**config.mk**
```make
export PLATFORM = sky130hd
export DESIGN_NAME = mod_sub_ctrl_flat
export DESIGN_NICKNAME = d
export VERILOG_FILES = /design/src/rtl/mod_sub_ctrl_if.sv /design/src/rtl/mod_sub_ctrl.sv /design/src/flat_wrapper.sv
export SDC_FILE = /design/constraint.sdc
export NUM_CORES = 1
export LEC_CHECK = 0
export CAP_MARGIN = 0
export CORE_MARGIN = 4
export CORE_UTILIZATION = 44
export DETAILED_ROUTE_END_ITERATION = 7
export GPL_ROUTABILITY_DRIVEN = 0
export PLACE_DENSITY = 0.75
export SETUP_SLACK_MARGIN = 0.15
export SLEW_MARGIN = 20
export SYNTH_ARGS = -nofsm -noshare
export SYNTH_HDL_FRONTEND = slang
export SYNTH_SLANG_ARGS = --single-unit
export TNS_END_PERCENT = 5
```
**constraint.sdc**
```tcl
create_clock -name clk -period 5.6 [get_ports clk]
set_clock_uncertainty 0.15 [all_clocks]
set_input_delay 1.12 -clock clk [delete_from_list [all_inputs] [get_ports clk]]
set_output_delay 1.12 -clock clk [all_outputs]
set_load 0.05 [all_outputs]
```
**src/rtl/mod_sub_ctrl_if.sv**
```systemverilog
// Request/result bundle between a requesting control unit and the
// repeated-subtraction divider.
interface mod_sub_ctrl_if #(
   parameter int WIDTH = 4
);
   logic             start;
   logic [WIDTH-1:0] value;
   logic [WIDTH-1:0] divisor;
   logic             busy;
   logic             done;
   logic [WIDTH-1:0] quot;
   logic [WIDTH-1:0] rem;
   logic             divisible;
   logic             err;

   modport master (
      output start, value, divisor,
      input  busy, done, quot, rem, divisible, err
   );

   modport slave (
      input  start, value, divisor,
      output busy, done, quot, rem, divisible, err
   );
endinterface

```
**src/rtl/mod_sub_ctrl.sv**
```systemverilog
// Sequential divider: one compare/subtract per clock, reporting quotient,
// remainder, divisibility and divide-by-zero on a start/busy/done handshake.
module mod_sub_ctrl #(
   parameter int WIDTH = 4
) (
   input  logic               clk,
   input  logic               rst_n,
   mod_sub_ctrl_if.slave      bus
);

   typedef enum logic [1:0] {
      ST_IDLE = 2'd0,
      ST_RUN  = 2'd1,
      ST_DONE = 2'd2
   } state_t;

   state_t           state_r;
   state_t           state_nxt_s;

   logic [WIDTH-1:0] rem_r;
   logic [WIDTH-1:0] div_r;
   logic [WIDTH-1:0] quot_r;

   logic [WIDTH-1:0] res_quot_r;
   logic [WIDTH-1:0] res_rem_r;
   logic             res_divisible_r;
   logic             res_err_r;

   logic             load_s;
   logic             sub_s;
   logic             fin_zero_s;
   logic             fin_ok_s;
   logic             busy_s;
   logic             done_s;

   // State register.
   always_ff @(posedge clk or negedge rst_n) begin
      if (!rst_n) begin
         state_r <= ST_IDLE;
      end else begin
         state_r <= state_nxt_s;
      end
   end

   // Next-state and datapath strobes; zero divisor wins over the compare.
   always_comb begin
      state_nxt_s = state_r;
      load_s      = 1'b0;
      sub_s       = 1'b0;
      fin_zero_s  = 1'b0;
      fin_ok_s    = 1'b0;
      case (state_r)
         ST_IDLE: begin
            if (bus.start) begin
               load_s      = 1'b1;
               state_nxt_s = ST_RUN;
            end else begin
               state_nxt_s = ST_IDLE;
            end
         end
         ST_RUN: begin
            if (div_r == {WIDTH{1'b0}}) begin
               fin_zero_s  = 1'b1;
               state_nxt_s = ST_DONE;
            end else if (rem_r >= div_r) begin
               sub_s       = 1'b1;
               state_nxt_s = ST_RUN;
            end else begin
               fin_ok_s    = 1'b1;
               state_nxt_s = ST_DONE;
            end
         end
         ST_DONE: begin
            state_nxt_s = ST_IDLE;
         end
         default: begin
            state_nxt_s = ST_IDLE;
         end
      endcase
   end

   // Moore output decode from the registered state.
   always_comb begin
      busy_s = 1'b0;
      done_s = 1'b0;
      case (state_r)
         ST_IDLE: begin
            busy_s = 1'b0;
            done_s = 1'b0;
         end
         ST_RUN: begin
            busy_s = 1'b1;
            done_s = 1'b0;
         end
         ST_DONE: begin
            busy_s = 1'b1;
            done_s = 1'b1;
         end
         default: begin
            busy_s = 1'b0;
            done_s = 1'b0;
         end
      endcase
   end

   // Working registers: capture on accept, then subtract until rem_r < div_r.
   always_ff @(posedge clk or negedge rst_n) begin
      if (!rst_n) begin
         rem_r  <= {WIDTH{1'b0}};
         div_r  <= {WIDTH{1'b0}};
         quot_r <= {WIDTH{1'b0}};
      end else if (load_s) begin
         rem_r  <= bus.value;
         div_r  <= bus.divisor;
         quot_r <= {WIDTH{1'b0}};
      end else if (sub_s) begin
         rem_r  <= rem_r - div_r;
         quot_r <= quot_r + WIDTH'(1);
      end
   end

   // Result registers update only on entry to DONE and otherwise hold.
   always_ff @(posedge clk or negedge rst_n) begin
      if (!rst_n) begin
         res_quot_r      <= {WIDTH{1'b0}};
         res_rem_r       <= {WIDTH{1'b0}};
         res_divisible_r <= 1'b0;
         res_err_r       <= 1'b0;
      end else if (fin_zero_s) begin
         res_quot_r      <= {WIDTH{1'b0}};
         res_rem_r       <= rem_r;
         res_divisible_r <= 1'b0;
         res_err_r       <= 1'b1;
      end else if (fin_ok_s) begin
         res_quot_r      <= quot_r;
         res_rem_r       <= rem_r;
         res_divisible_r <= (rem_r == {WIDTH{1'b0}});
         res_err_r       <= 1'b0;
      end
   end

   assign bus.busy      = busy_s;
   assign bus.done      = done_s;
   assign bus.quot      = res_quot_r;
   assign bus.rem       = res_rem_r;
   assign bus.divisible = res_divisible_r;
   assign bus.err       = res_err_r;

endmodule
```
**src/flat_wrapper.sv**
```systemverilog
// flat-port wrapper written by rule: the top's interface ports become plain ports
module mod_sub_ctrl_flat 
#(
   parameter int WIDTH = 4
)
  (clk, rst_n, bus_start, bus_value, bus_divisor, bus_busy, bus_done, bus_quot, bus_rem, bus_divisible, bus_err);
  mod_sub_ctrl_if #(.WIDTH(WIDTH)) bus_i ();
  input  logic clk;
  input  logic rst_n;
  input wire logic [$bits(bus_i.start)-1:0] bus_start;
  input wire logic [$bits(bus_i.value)-1:0] bus_value;
  input wire logic [$bits(bus_i.divisor)-1:0] bus_divisor;
  output wire logic [$bits(bus_i.busy)-1:0] bus_busy;
  output wire logic [$bits(bus_i.done)-1:0] bus_done;
  output wire logic [$bits(bus_i.quot)-1:0] bus_quot;
  output wire logic [$bits(bus_i.rem)-1:0] bus_rem;
  output wire logic [$bits(bus_i.divisible)-1:0] bus_divisible;
  output wire logic [$bits(bus_i.err)-1:0] bus_err;
  assign bus_i.start = bus_start;
  assign bus_i.value = bus_value;
  assign bus_i.divisor = bus_divisor;
  assign bus_busy = bus_i.busy;
  assign bus_done = bus_i.done;
  assign bus_quot = bus_i.quot;
  assign bus_rem = bus_i.rem;
  assign bus_divisible = bus_i.divisible;
  assign bus_err = bus_i.err;
  mod_sub_ctrl #(.WIDTH(WIDTH)) u_core (.clk(clk), .rst_n(rst_n), .bus(bus_i));
endmodule
```
-- Word level (Yosys, flattened, before mapping)
Cells that the tools add are included.
- register bits after elaboration: 24
- latch bits: 0
- RAM bits: 0
- ROM bits: 0
- bits of input ports: 11
- output and inout bits: 12
- logic and storage cells: 47
- memories: 0
- $add $sub $neg: 2
- $mul: 0
- divide/modulo/power cells: 0
- magnitude comparators: 1
- equality and inequality tests: 2
- shifts and indexed selects: 0
- mux-type cells: 28
- bitwise gates (word level): 0
- reductions and logical operators: 6
- operator list (cell ; number):
    4-bit 2-to-1 mux ; 8
    1-bit 2-to-1 mux ; 17
    4-bit logical NOT ; 2
    4-bit by 1-bit adder with 4-bit output, second input constant ; 1
    4-bit >= comparator ; 1
    2-bit 2-to-1 mux ; 2
    2-bit one-hot mux with 2 select lines ; 1
    2-bit nonzero test ; 2
    4-bit subtractor ; 1
    2-bit by 1-bit equality test with 1-bit output, second input constant ; 1
    2-bit equality test, second input constant ; 1
    2-bit logical NOT ; 1
    2-bit OR reduction ; 1

-- Depth between registers and ports, before layout
- word-level depth: 6
- mapped depth: 9
- gate-level depth less buffers: 8

-- Worst setup path after synthesis
OpenSTA, ideal clock, no wires.
- path type: register -> register
- start point: reg u_core.div_r[0]
- end point: reg u_core.quot_r[3]
- library setup time: 78 ps
- data arrival time: 2022 ps
- required time: 5372 ps
- path slack: 3350 ps
- stages on the path, launching flop included: 8
- path buffers: 0
- period minus slack after synthesis: 2250 ps
- cells stage by stage: dfrtp_1 > ha_1 > fa_1 > a21boi_0 > o21ai_2 > nand3_4 > or3_2 > a21oi_1
- longest elaborated chain between the ends: 5
- elaborated cells between the ends (all ways): 6
- classes of those cells: 1 x order compare; 3 x mux; 2 x reduce/logical
- ends and longest elaborated chain (item ; RTL line ; source):
    start, declared ; mod_sub_ctrl.sv:21 ; logic [WIDTH-1:0] div_r;
    start signal, assigned ; mod_sub_ctrl.sv:110 ; div_r <= {WIDTH{1'b0}};
    start signal, assigned ; mod_sub_ctrl.sv:114 ; div_r <= bus.divisor;
    4-bit >= comparator ; mod_sub_ctrl.sv:65 ; end else if (rem_r >= div_r) begin
    1-bit 2-to-1 mux ; mod_sub_ctrl.sv:65 ;
    1-bit 2-to-1 mux * ; mod_sub_ctrl.sv:62 ; if (div_r == {WIDTH{1'b0}}) begin
    1-bit 2-to-1 mux * ; mod_sub_ctrl.sv:52 ; case (state_r)
    2-bit nonzero test (no source line) * ; -- ;
    end signal, assigned ; mod_sub_ctrl.sv:111 ; quot_r <= {WIDTH{1'b0}};
    end signal, assigned ; mod_sub_ctrl.sv:115 ; quot_r <= {WIDTH{1'b0}};
    end signal, assigned ; mod_sub_ctrl.sv:118 ; quot_r <= quot_r + WIDTH'(1);
    end, declared ; mod_sub_ctrl.sv:22 ; logic [WIDTH-1:0] quot_r;
Every way passes the cells marked *; elsewhere a longest branch is shown, timed or not.
A chain may end at the register's enable or synchronous reset.

-- Worst setup path in the final report
- start point: reg u_core.state_r[1]
- end point: out bus_busy
- longest elaborated chain between the ends: 3
- elaborated cells between the ends (all ways): 4
- classes of those cells: 2 x eq/ne; 1 x mux; 1 x reduce/logical
- ends and longest elaborated chain (item ; RTL line ; source):
    start, declared ; mod_sub_ctrl.sv:17 ; state_t state_r;
    start signal, assigned ; mod_sub_ctrl.sv:41 ; state_r <= state_nxt_s;
    2-bit by 1-bit equality test with 1-bit output / 2-bit equality test (equally long branches) ; mod_sub_ctrl.sv:86 ; case (state_r)
    2-bit OR reduction (no source line) * ; -- ;
    1-bit 2-to-1 mux * ; mod_sub_ctrl.sv:86 ;
    end, declared ; flat_wrapper.sv:13 ; output wire logic [$bits(bus_i.busy)-1:0] bus_busy;
Marked as above.

==> out/results.tsv <==
metric	value	unit
Routed Antenna Nets	0	
Core ar.	2540	um2
Die Area	3670	um2
FP Rows	18	
Clock Latency Late Sink	0.30	ns
Stages on worst setup path	3	
GRT Resource Usage Total	0.137	
global-route wire length before repair	3720	um
Longest Clk Path Bufs	2	
fin crit share	0.548	
Setup CP Type	reg -> out	
dpl cells	165	
RSZ-0062 raised after global routing	false	
H-tree Lvls	1	
CTS sink count	24	
Register-to-Register Path Depth	7	
clk slew on worst S/H paths	0.13	ns
Worst-Margin Slew	0.682	ns
CP Cell Sequence	inv_1, ha_1, clkdlybuf4s50_1	
post-synth top area share	0.494	
Chip Height	60.6	um
r2r startpoint	u_core.rem_r[0]	
min-delay worst type	reg -> reg	
PnR worst setup slack	2.53	ns
vias in the first global route	862	
Ys Warns	0	
Hold Vio Cnt, Final	0	
CP Data Arrival Time	1.80	ns
via count	880	
max capacitance violation total	0	
CTS tree	done	
relative slew slack	0.545	
Finished Layout Cells	168	
Place WS	2.87	ns
Worst Hold Launch	u_core.bus.divisible	
DRC	0	
top cells by area, synth	dfrtp_1 (49%), ha_1 (8.2%), nand2_1 (7.4%), o21ai_1 (3.3%), inv_1 (2.5%)	
Routed WL per cell	12.4	um
XOR/XNOR Fraction of Synth Area	0.0288	
Hold Slack	0.345	ns
critical path startpoint category	flip-flop	
final worst path period need	3.07	ns
Port Buffers	22	
initial DRC count	29	
CP Data Required Time	4.33	ns
Resized cells post-CTS	0	
hold-critical path depth	2	
final HPWL from detailed placement	1610	um
Synth Area in Adders	0.0988	
Die Wd	60.6	um
simple logic cell fraction of the synthesized area	0.156	
power per cell area	617	nW/um2
Worst path max stage delay	0.79	ns
final setup vio count	0	
status	complete, no violations	
Synth cell types	34	
Area Overhead vs Synth	19.0	%
I/O Pins	23	
Leak	0.672	nW
maximum clock frequency	326	MHz
CTS Hold Bufs	0	
crit end category	output pin	
Post-Synthesis Net Count	138	
Worst Path Max Fanout	2	
Worst path slowest cell	clkdlybuf4s50_1	
Cells after Synth	118	
final-stage net count	160	
largest family of logic cells by synthesized area	simple AND/OR/NAND/NOR gates	
Clk Tree Root Cell	clkbuf_4	
Num CTS Buffers	3	
initial antenna violation count	0	
post-synthesis compound-gate area fraction	0.123	
Post-synth ARST share	1.00	
Vias/cell	5.24	
share of layout cells above drive strength 1	0.0725	
final max-slew violation count	0	
Setup TNS	0	ns
dominant cell type by area after synthesis	dfrtp_1	
VDD IR max	0.000398	V
routed wire length	2090	um
diode count	0	
initial core utilization	0.478	
count of flip-flops with a built-in enable after synthesis	0	
post-synthesis mux area share	0.0350	
Overflow after GRT	0	
top_reg_cell synth	dfrtp_1	
Buffers & Inverters on Critical Path	2	
Worst Setup SP	u_core.state_r[1]	
largest net degree at the start of global routing	25	
sequential-to-total area share from yosys stat	0.494	
number of fillers in the final layout	235	
syn avg cell area	10.3	um2
synthesized area	1220	um2
Seq cells post-synth	24	
setup bufs post-CTS	0	
DRT Pass-1 Iters	4	
cell family with most CP delay	buffers and inverters	
[worst register-to-register path, stage by stage (launching register included)]
cell      delay, ns
dfrtp_1        0.39
inv_1          0.08
ha_1           0.21
fa_1           0.40
a21boi_0       0.17
o21a_1         0.22
o21ai_2        0.56
mux2_1         0.38
[final cells by class]
cell class              count  area, um2  share of cell area
flip-flops and latches     24        601               0.415
multi-input cells          80        538               0.372
clock buffers               3       22.5              0.0156
well taps                  30       37.5              0.0259
repair buffers             22        215               0.149
inverters                   9       33.8              0.0233
[report_power, final]
| part | total (mW) | leakage, nW | internal (mW) | switching [mW] |
|---|---|---|---|---|
| sequential | 0.286 | 0.311 | 0.238 | 0.0475 |
| clock | 0.0737 | 0.0138 | 0.0251 | 0.0486 |
| combinational | 0.534 | 0.347 | 0.199 | 0.335 |
| total | 0.893 | 0.672 | 0.462 | 0.431 |
[cell families (layout without fill, tap and decap cells)]
family                   after synthesis  after routing
AND/OR/NAND/NOR                       39             39
AO/OA/AOI/OAI                         24             24
flip-flops                            24             24
buffers and inverters                 14             34
adder cells (fa/ha/maj)                9              9
XOR/XNOR                               4              4
multiplexers                           4              4
[cells in the final DEF (no fill, tap or decap), drive strengths merged]
cell / instances
a21boi: 1
a21o: 1
a21oi: 3
a22o: 1
a31oi: 1
and2: 1
and3: 1
buf: 1
clkbuf: 3
clkdlybuf4s50: 21
dfrtp: 24
fa: 1
ha: 8
inv: 9
mux2: 2
mux2i: 2
nand2: 24
nand3: 4
nand4: 2
nor2: 3
nor4: 2
o21a: 1
o21ai: 13
o311ai: 2
o31ai: 1
or3: 1
or4: 1
xnor2: 1
xor2: 3
[through the flow]
step	power (mW)	area, um2	utilization
4_1_cts	0.902	1450	0.571
5_1_grt	0.972	1450	0.569
3_3_place_gp	0.814	1430	0.562
3_5_place_dp	0.827	1430	0.562
2_1_floorplan	0.721	1220	-
6_report	0.893	1450	0.569
[state kept, by name, indices dropped and copies added (netlist names)]
signal,cells
u_core.bus.divisible,1
u_core.bus.err,1
u_core.bus.quot,4
u_core.bus.rem,4
u_core.div_r,4
u_core.quot_r,4
u_core.rem_r,4
u_core.state_r,2
[synth_stat cells, drive strengths merged, types with 2 or more instances]
cell    number
dfrtp       24
nand2       24
o21ai       13
inv          9
ha           8
nand3        4
a21oi        3
buf          3
nor2         3
xor2         3
clkbuf       2
mux2         2
mux2i        2
nand4        2
nor4         2
o311ai       2
[path summary, 6_finish.rpt]
path                                        end  slack, ns
setup reg to reg              u_core.bus.rem[2]       2.92
hold reg to reg            u_core.bus.divisible       0.34
max in group asynchronous  u_core.bus.divisible       4.33
setup / recovery                       bus_busy       2.53
min in group asynchronous       u_core.div_r[0]       0.62
hold / removal             u_core.bus.divisible       0.34
[per-layer routing]
layer  part of all wire  vias to the layer above  GRT usage
li1                   -                      447          -
met1               0.49                      410      0.182
met2               0.45                       19      0.220
met3              0.054                        4     0.0255
met4              0.013                        0     0.0557
met5                  0                        -          0
Note: power is estimated with default switching activity, not from simulation.
